## src/rtl/dram_arbiter.sv

```systemverilog
// Data-RAM arbiter sharing one RAM port between the MA stage, a DMA engine and a
// debug monitor, with a starvation guard that steals a CPU cycle for external requesters.
module dram_arbiter #(
  parameter int DWIDTH     = 11,
  parameter int STARVE_MAX = 8
) (
  input  logic                                 clk,
  input  logic                                 rst,
  // MA stage
  input  logic                                 cpu_req,
  input  logic [3:0]                           cpu_we,
  input  logic [DWIDTH-1:0]                    cpu_adr,
  input  logic [31:0]                          cpu_wdata,
  output logic                                 cpu_gnt,
  output logic                                 stall_req,
  // DMA
  input  logic                                 dma_req,
  input  logic                                 dma_we,
  input  logic [13:0]                          dma_adr,
  input  logic [15:0]                          dma_wdata,
  output logic                                 dma_gnt,
  output logic                                 dma_rvalid,
  output logic [15:0]                          dma_rdata,
  // debug monitor
  input  logic                                 dbg_req,
  input  logic                                 dbg_we,
  input  logic [DWIDTH-1:0]                    dbg_adr,
  input  logic [31:0]                          dbg_wdata,
  output logic                                 dbg_gnt,
  output logic                                 dbg_rvalid,
  output logic [31:0]                          dbg_rdata,
  // RAM
  output logic [DWIDTH-1:0]                    ram_radr,
  output logic [DWIDTH-1:0]                    ram_wadr,
  output logic [31:0]                          ram_wdata,
  output logic [3:0]                           ram_wen,
  input  logic [31:0]                          ram_rdata,
  // state observation
  output logic                                 fsm_state,
  output logic [$clog2(STARVE_MAX+1)-1:0]      starve_count
);

  // Handshake: a requester raises req with its payload and holds both unchanged
  // until it sees its gnt high in the same cycle; the access happens in that cycle.
  // Read data returns one cycle later with rvalid, which has no back-pressure.

  localparam int CW = $clog2(STARVE_MAX+1);
  localparam logic [CW-1:0] CNT_MAX = CW'(STARVE_MAX);

  localparam logic [0:0] S_NORMAL = 1'b0;
  localparam logic [0:0] S_FORCE  = 1'b1;

  localparam logic EXT_DMA = 1'b0;
  localparam logic EXT_DBG = 1'b1;

  logic [0:0]        state, state_next;
  logic [CW-1:0]     cnt, cnt_next;
  logic              last_ext;
  logic              rst_d;
  logic              dma_rv_q, dbg_rv_q;

  logic              blocked;
  logic              ext_pend;
  logic              pick_dma, pick_dbg;
  logic [DWIDTH-1:0] dma_adr_ext;
  logic              unused_dma_adr;

  assign unused_dma_adr = ^dma_adr;

  always_comb begin
    dma_adr_ext = '0;
    for (int i = 0; i < DWIDTH && i < 14; i++) dma_adr_ext[i] = dma_adr[i];
  end

  // Grants are suppressed while in reset and for the first cycle after it.
  assign blocked  = rst | rst_d;
  assign ext_pend = dma_req | dbg_req;
  assign pick_dma = dma_req & (~dbg_req | (last_ext == EXT_DBG));
  assign pick_dbg = dbg_req & ~pick_dma;

  always_comb begin
    cpu_gnt   = 1'b0;
    dma_gnt   = 1'b0;
    dbg_gnt   = 1'b0;
    stall_req = 1'b0;
    if (!blocked) begin
      if (state == S_FORCE) begin
        stall_req = 1'b1;
        dma_gnt   = pick_dma;
        dbg_gnt   = pick_dbg;
      end else if (cpu_req) begin
        cpu_gnt = 1'b1;
      end else begin
        dma_gnt = pick_dma;
        dbg_gnt = pick_dbg;
      end
    end
  end

  always_comb begin
    ram_radr  = '0;
    ram_wadr  = '0;
    ram_wdata = '0;
    ram_wen   = '0;
    if (cpu_gnt) begin
      ram_radr  = cpu_adr;
      ram_wadr  = cpu_adr;
      ram_wdata = cpu_wdata;
      ram_wen   = cpu_we;
    end else if (dma_gnt) begin
      ram_radr  = dma_adr_ext;
      ram_wadr  = dma_adr_ext;
      ram_wdata = {16'd0, dma_wdata};
      ram_wen   = {4{dma_we}};
    end else if (dbg_gnt) begin
      ram_radr  = dbg_adr;
      ram_wadr  = dbg_adr;
      ram_wdata = dbg_wdata;
      ram_wen   = {4{dbg_we}};
    end
  end

  always_comb begin
    cnt_next   = cnt;
    state_next = state;
    if (!blocked) begin
      if (state == S_FORCE) begin
        cnt_next   = '0;
        state_next = S_NORMAL;
      end else begin
        if (cpu_gnt && ext_pend) begin
          cnt_next = (cnt == CNT_MAX) ? cnt : cnt + 1'b1;
        end else begin
          cnt_next = '0;
        end
        if (cnt_next == CNT_MAX) state_next = S_FORCE;
      end
    end
  end

  always_ff @(posedge clk) begin
    rst_d <= rst;
    if (rst) begin
      state    <= S_NORMAL;
      cnt      <= '0;
      last_ext <= EXT_DBG;
      dma_rv_q <= 1'b0;
      dbg_rv_q <= 1'b0;
    end else begin
      state    <= state_next;
      cnt      <= cnt_next;
      dma_rv_q <= dma_gnt & ~dma_we;
      dbg_rv_q <= dbg_gnt & ~dbg_we;
      if (dma_gnt)      last_ext <= EXT_DMA;
      else if (dbg_gnt) last_ext <= EXT_DBG;
    end
  end

  // A read accepted just before reset must not surface while reset is held.
  assign dma_rvalid   = dma_rv_q & ~rst;
  assign dbg_rvalid   = dbg_rv_q & ~rst;
  assign dma_rdata    = ram_rdata[15:0];
  assign dbg_rdata    = ram_rdata;
  assign fsm_state    = state[0];
  assign starve_count = cnt;

endmodule

```

## config.mk

```make
export PLATFORM = sky130hd
export DESIGN_NAME = dram_arbiter
export DESIGN_NICKNAME = d
export VERILOG_FILES = /design/src/rtl/dram_arbiter.sv
export SDC_FILE = /design/constraint.sdc
export NUM_CORES = 1
export LEC_CHECK = 0
export ABC_AREA = 1
export BUFFER_PORTS_ARGS = -buffer_cell sky130_fd_sc_hd__buf_4
export CAP_MARGIN = 20
export CORE_AREA = 4 4 104 106
export CTS_BUF_LIST = sky130_fd_sc_hd__clkbuf_4
export CTS_CLUSTER_SIZE = 12
export DETAILED_ROUTE_END_ITERATION = 10
export DIE_AREA = 0 0 108 110
export PLACE_DENSITY = 0.58
export SLEW_MARGIN = 25
export SYNTH_ARGS = -nofsm -noshare
export SYNTH_HDL_FRONTEND = slang
export SYNTH_SLANG_ARGS = --single-unit
export TNS_END_PERCENT = 5
```

## constraint.sdc

```tcl
create_clock -name clk -period 1.6 [get_ports clk]
set_clock_uncertainty 0.2 [all_clocks]
set_input_delay 0.08 -clock clk [delete_from_list [all_inputs] [get_ports clk]]
set_output_delay 0.08 -clock clk [all_outputs]
set_load 0.01 [all_outputs]
```

### Word level (Yosys, flattened, before mapping)

Cells that the tools add are included.

* RAM bits: 0
* memories: 0
* logic and storage cells: 54
* latch bits: 0
* bits in read-only memories: 0
* input bits: 159
* bits in registers: 9

* shift operators: 0
* muxes and demuxes: 29
* multipliers: 0
* reductions and logical operators: 2
* equal/unequal tests: 2
* divide/modulo/power cells: 0
* bitwise operators: 14
* $add $sub $neg: 1
* order comparisons: 0

Operators by type and width (number)
* two-way mux 32 bit: 3
* two-way mux 11 bit: 3
* two-way mux 4 bit: 8
* two-way mux 1 bit: 15
* equality test 4 bit (second input constant): 2
* AND 1 bit: 6
* NOT 1 bit: 5
* adder 4 x 1 -> 4 bit (second input constant): 1
* bitwise OR 1 bit: 3
* nonzero test 2 bit: 1
* logical AND 1 bit: 1

### Logic depth before layout (Yosys ltp)

* word-level depth: 11
* gate-level depth with buffers: 10
* gate-level depth less buffers: 10

### Worst setup path before layout

No wires, ideal clock.

* kind: reg2out
* start: reg rst_d
* end: out ram_wadr[5]
* setup slack: 85 ps
* stages on the path, launching flop included: 10
* arrival: 1235 ps
* buffers on the path: 2
* data required time: 1320 ps
* path through: dfxtp_1 > inv_1 > nand2_2 > nor2_2 > nand2_2 > inv_4 > buf_6 > nand2_1 > nand3_1 > buf_4

* word-level cells in the longest chain between the ends: 5
* elaborated cells on any way between the ends: 7

Ends and longest elaborated chain
* from (decl): line 59 `logic rst_d;`
* from (signal assigned): line 142 `rst_d <= rst;`
* bitwise OR 1 bit (*): line 76 `assign blocked = rst | rst_d;`
* two-way mux 1 bit: line 86 `if (!blocked) begin`
* two-way mux 11 bit (2 in a row)
* two-way mux 11 bit (*)
* to (decl): line 34 `output logic [DWIDTH-1:0] ram_wadr,`

Every way passes the cells marked *; elsewhere a longest branch is shown, timed or not.

### Worst setup path in the final report

* start: reg rst_d
* end: out ram_wdata[11]

* word-level cells in the longest chain between the ends: 5
* elaborated cells on any way between the ends: 7

Ends and longest elaborated chain
* bitwise OR 1 bit (*): line 76
* two-way mux 1 bit: line 86
* two-way mux 32 bit: line 115 `end else if (dbg_gnt) begin`
* two-way mux 32 bit: line 110 `end else if (dma_gnt) begin`
* two-way mux 32 bit (*): line 105 `if (cpu_gnt) begin`
* to (decl): line 35 `output logic [31:0] ram_wdata,`

Marked as above.

==> metrics.txt <==
# TYPE chip_impl_metric gauge
chip_impl_info{name="grt_setup_unrepaired",value="true"} 1
chip_impl_metric{name="cellLeakagePower",unit="nW"} 2.08
chip_impl_metric{name="synth-seq-cells",unit=""} 9
chip_impl_metric{name="dp_cells",unit=""} 580
chip_impl_metric{name="share_of_synthesized_area_occupied_by_flip_flops_and_latches",unit=""} 0.0999
chip_impl_metric{name="dp.final_hpwl",unit="µm"} 6840
chip_impl_metric{name="grt_antenna_before_repair",unit=""} 0
chip_impl_metric{name="grt_max_degree",unit=""} 26
chip_impl_metric{name="global_route.overflow_total",unit=""} 0
chip_impl_info{name="cts_root_buffer",value="sky130_fd_sc_hd__clkbuf_4"} 1
chip_impl_metric{name="synth_warnings",unit=""} 0
chip_impl_metric{name="syn_area",unit="µm²"} 1800
chip_impl_metric{name="worst_ep_arrival_time",unit="ns"} 1.56
chip_impl_metric{name="syn-mean-instance-area",unit="µm²"} 5.69
chip_impl_metric{name="starting_density",unit=""} 0.185
chip_impl_metric{name="routed_via_density",unit=""} 4.08
chip_impl_info{name="worst_hold_path_type",value="in -> reg"} 1
chip_impl_metric{name="p_per_area",unit="nW/µm²"} 303
chip_impl_metric{name="die_x",unit="µm"} 108
chip_impl_info{name="critical_path.endpoint_type",value="output port"} 1
chip_impl_metric{name="power",unit="W"} 0.00114
chip_impl_metric{name="max-slew-margin-rel",unit=""} 0.834
chip_impl_metric{name="first_pass_iters",unit=""} 4
chip_impl_metric{name="drt_drc_violations_left",unit=""} 0
chip_impl_metric{name="area_delta_synth_final",unit="%"} 108
chip_impl_metric{name="core_area",unit="µm²"} 9770
chip_impl_metric{name="numPortBuffers",unit=""} 192
chip_impl_metric{name="clock_latency",unit="ns"} 0.26
chip_impl_metric{name="height_of_the_die",unit="µm"} 110
chip_impl_metric{name="ys_types",unit=""} 20
chip_impl_metric{name="cts_buffers",unit=""} 3
chip_impl_metric{name="number_of_buffers_between_clock_root_and_the_deepest_sink",unit=""} 2
chip_impl_metric{name="dieArea",unit="µm²"} 11900
chip_impl_metric{name="maxClockFrequency",unit="MHz"} 544
chip_impl_metric{name="wire_per_inst",unit="µm"} 14.8
chip_impl_metric{name="timing_worst_slew_pin_value",unit="ns"} 0.248
chip_impl_metric{name="final_layout_size_suffix_gt1_frac",unit=""} 0.576
chip_impl_info{name="failed_checks",value="setup timing"} 1
chip_impl_metric{name="cells_after_synth",unit=""} 317
chip_impl_metric{name="grt_first_pass_wirelength",unit="µm"} 12500
chip_impl_info{name="most-common-layout-cells",value="sky130_fd_sc_hd__buf_4, sky130_fd_sc_hd__nand2_1, sky130_fd_sc_hd__dlygate4sd3_1"} 1
chip_impl_metric{name="post_synthesis_net_count",unit=""} 478
chip_impl_metric{name="drt_wl_total",unit="µm"} 9300
chip_impl_metric{name="first_global_vias",unit=""} 2577
chip_impl_metric{name="cp_max_fo",unit=""} 6
chip_impl_metric{name="report.final.setup_viol",unit=""} 60
chip_impl_metric{name="num-nets-final",unit=""} 657
chip_impl_metric{name="instances_no_fill",unit=""} 628
chip_impl_metric{name="top_level_ports",unit=""} 276
chip_impl_info{name="tritoncts",value="built"} 1
chip_impl_metric{name="antenna_violating_nets_post_route",unit=""} 0
chip_impl_metric{name="htree_levels",unit=""} 1
chip_impl_metric{name="gp_congestion",unit=""} 0.783
chip_impl_metric{name="irDropWorstVdd",unit="mV"} 0.198
chip_impl_metric{name="cts.sink_count",unit=""} 9
chip_impl_metric{name="fin_crit_sh",unit=""} 1.15
chip_impl_metric{name="core.rowCount",unit=""} 36
chip_impl_metric{name="antenna-diode-count",unit=""} 0
chip_impl_metric{name="hold_viol_final",unit=""} 0
chip_impl_metric{name="timing.max_cap.violations",unit=""} 0
chip_impl_info{name="status",value="complete, but fails checks"} 1
chip_impl_metric{name="grt_util_all_layers",unit=""} 0.133
chip_impl_metric{name="vias",unit=""} 2565
chip_impl_metric{name="critical_path_required",unit="ns"} 1.32
chip_impl_metric{name="report.final.slew_viol_count",unit=""} 0
chip_impl_info{name="worst_setup_path_start_kind",value="flip-flop"} 1
chip_impl_metric{name="finalWorstSetupSlack",unit="ns"} -0.237
chip_impl_metric{name="cts.reportedPaths.clkPinSlew",unit="ns"} 0.06
chip_impl_metric{name="timing.final.crit_period",unit="ns"} 1.84
chip_impl_info{name="most_common_library_cell_in_the_layout_ignoring_fill_and_taps",value="sky130_fd_sc_hd__buf_4"} 1
chip_impl_info{name="timing_worst_setup_path_type",value="reg -> out"} 1
chip_impl_metric{name="drt_iter0_drc",unit=""} 115
-- synth_stat cells --
cell,count,area share
sky130_fd_sc_hd__buf_8,1,0.0083
sky130_fd_sc_hd__nor2_2,3,0.010
sky130_fd_sc_hd__buf_6,6,0.037
sky130_fd_sc_hd__nand3_1,21,0.058
sky130_fd_sc_hd__nand2_1,148,0.31
sky130_fd_sc_hd__inv_1,13,0.027
sky130_fd_sc_hd__o21ai_0,2,0.0055
sky130_fd_sc_hd__nand3_2,10,0.055
sky130_fd_sc_hd__buf_4,61,0.25
sky130_fd_sc_hd__inv_2,2,0.0042
sky130_fd_sc_hd__nand4_1,2,0.0069
sky130_fd_sc_hd__buf_2,4,0.011
sky130_fd_sc_hd__nor2_4,2,0.012
sky130_fd_sc_hd__clkinv_2,1,0.0028
sky130_fd_sc_hd__a21oi_1,4,0.011
sky130_fd_sc_hd__ha_1,2,0.014
sky130_fd_sc_hd__inv_4,1,0.0035
sky130_fd_sc_hd__nand2_2,13,0.045
sky130_fd_sc_hd__dfxtp_1,9,0.10
sky130_fd_sc_hd__nor2_1,12,0.025
-- layout make-up --
| class | count | area (µm²) |
|---|---|---|
| fill | 990 | 6020 |
| tap | 133 | 166 |
| sequential | 9 | 186 |
| inverter | 17 | 72.6 |
| timing repair buffer | 246 | 2150 |
| clock buffer | 4 | 30.0 |
| multi-input combinational | 219 | 1150 |
-- cell families (layout without fill, tap and decap cells) --
logic type,count (synthesis),after routing,share of synthesized area
AND/OR/NAND/NOR,211,211,0.521
adder cells (fa/ha/maj),2,2,0.0139
AO/OA/AOI/OAI,6,6,0.0166
flip-flops,9,9,0.0999
buffers and inverters,89,267,0.348
-- what timing repair did --
action                     CTS  global route
gates cloned                 2             1
pin swaps                    1             4
hold buffers                37             0
buffers inserted             5             0
hold endpoints to repair    56             0
setup endpoints to repair   60            63
resized for setup           38            37
-- report_power, final --
group          switching (W)  internal [W]
Combinational       0.000297      0.000422
Clock              0.0000771      0.000113
Sequential        0.00000327      0.000229
-- routing by layer --
| layer | up-vias | track usage | routed length (µm) | share of wire |
|---|---|---|---|---|
| li1 | 1267 | - | - | - |
| met1 | 1141 | 0.152 | 3470 | 0.37 |
| met2 | 155 | 0.262 | 4930 | 0.53 |
| met3 | 2 | 0.0309 | 877 | 0.094 |
| met4 | 0 | 0.0108 | 19 | 0.0020 |
| met5 | - | 0 | 0 | 0 |
-- sequential cells by signal, indices dropped and copies added, names as in the netlist --
signal,count
starve_count,4
dbg_rv_q,1
dma_rv_q,1
fsm_state,1
last_ext,1
rst_d,1
-- critical path: stages (launching register included) --
cell	delay, ns
sky130_fd_sc_hd__dfxtp_2	0.37
sky130_fd_sc_hd__inv_2	0.04
sky130_fd_sc_hd__nand2_2	0.08
sky130_fd_sc_hd__nor2_2	0.05
sky130_fd_sc_hd__nand2_2	0.10
sky130_fd_sc_hd__clkinv_4	0.11
sky130_fd_sc_hd__buf_12	0.15
sky130_fd_sc_hd__clkbuf_16	0.16
sky130_fd_sc_hd__nand2_4	0.05
sky130_fd_sc_hd__nand3_2	0.06
sky130_fd_sc_hd__buf_6	0.12
-- path summary, 6_finish.rpt --
kind | to | slack (ns) | startpoint | cells after the start
worst max-delay path | ram_wdata[11] | -0.24 | rst_d | 10
worst max register to register | last_ext | -0.12 | rst_d | 10
worst min register to register | last_ext | 0.28 | last_ext | 2
worst min-delay path | starve_count[2] | 0.05 | rst | 5
-- per-stage QoR --
step / utilization / setup slack (ns) / area, µm² / hold WS (ns) / TNS [ns]
4_1_cts: 0.372 / -0.222 / 3640 / 0.0402 / -9.31
5_1_grt: 0.384 / -0.328 / 3760 / 0.0531 / -14.69
2_1_floorplan: - / 0.0845 / 1800 / -0.0923 / 0
3_5_place_dp: 0.306 / 0.0380 / 2990 / -0.0399 / 0
6_report: 0.384 / -0.237 / 3760 / 0.0527 / -8.60
3_3_place_gp: 0.306 / 0.0647 / 2990 / -0.0399 / 0
(Power assumes the default switching activity.)
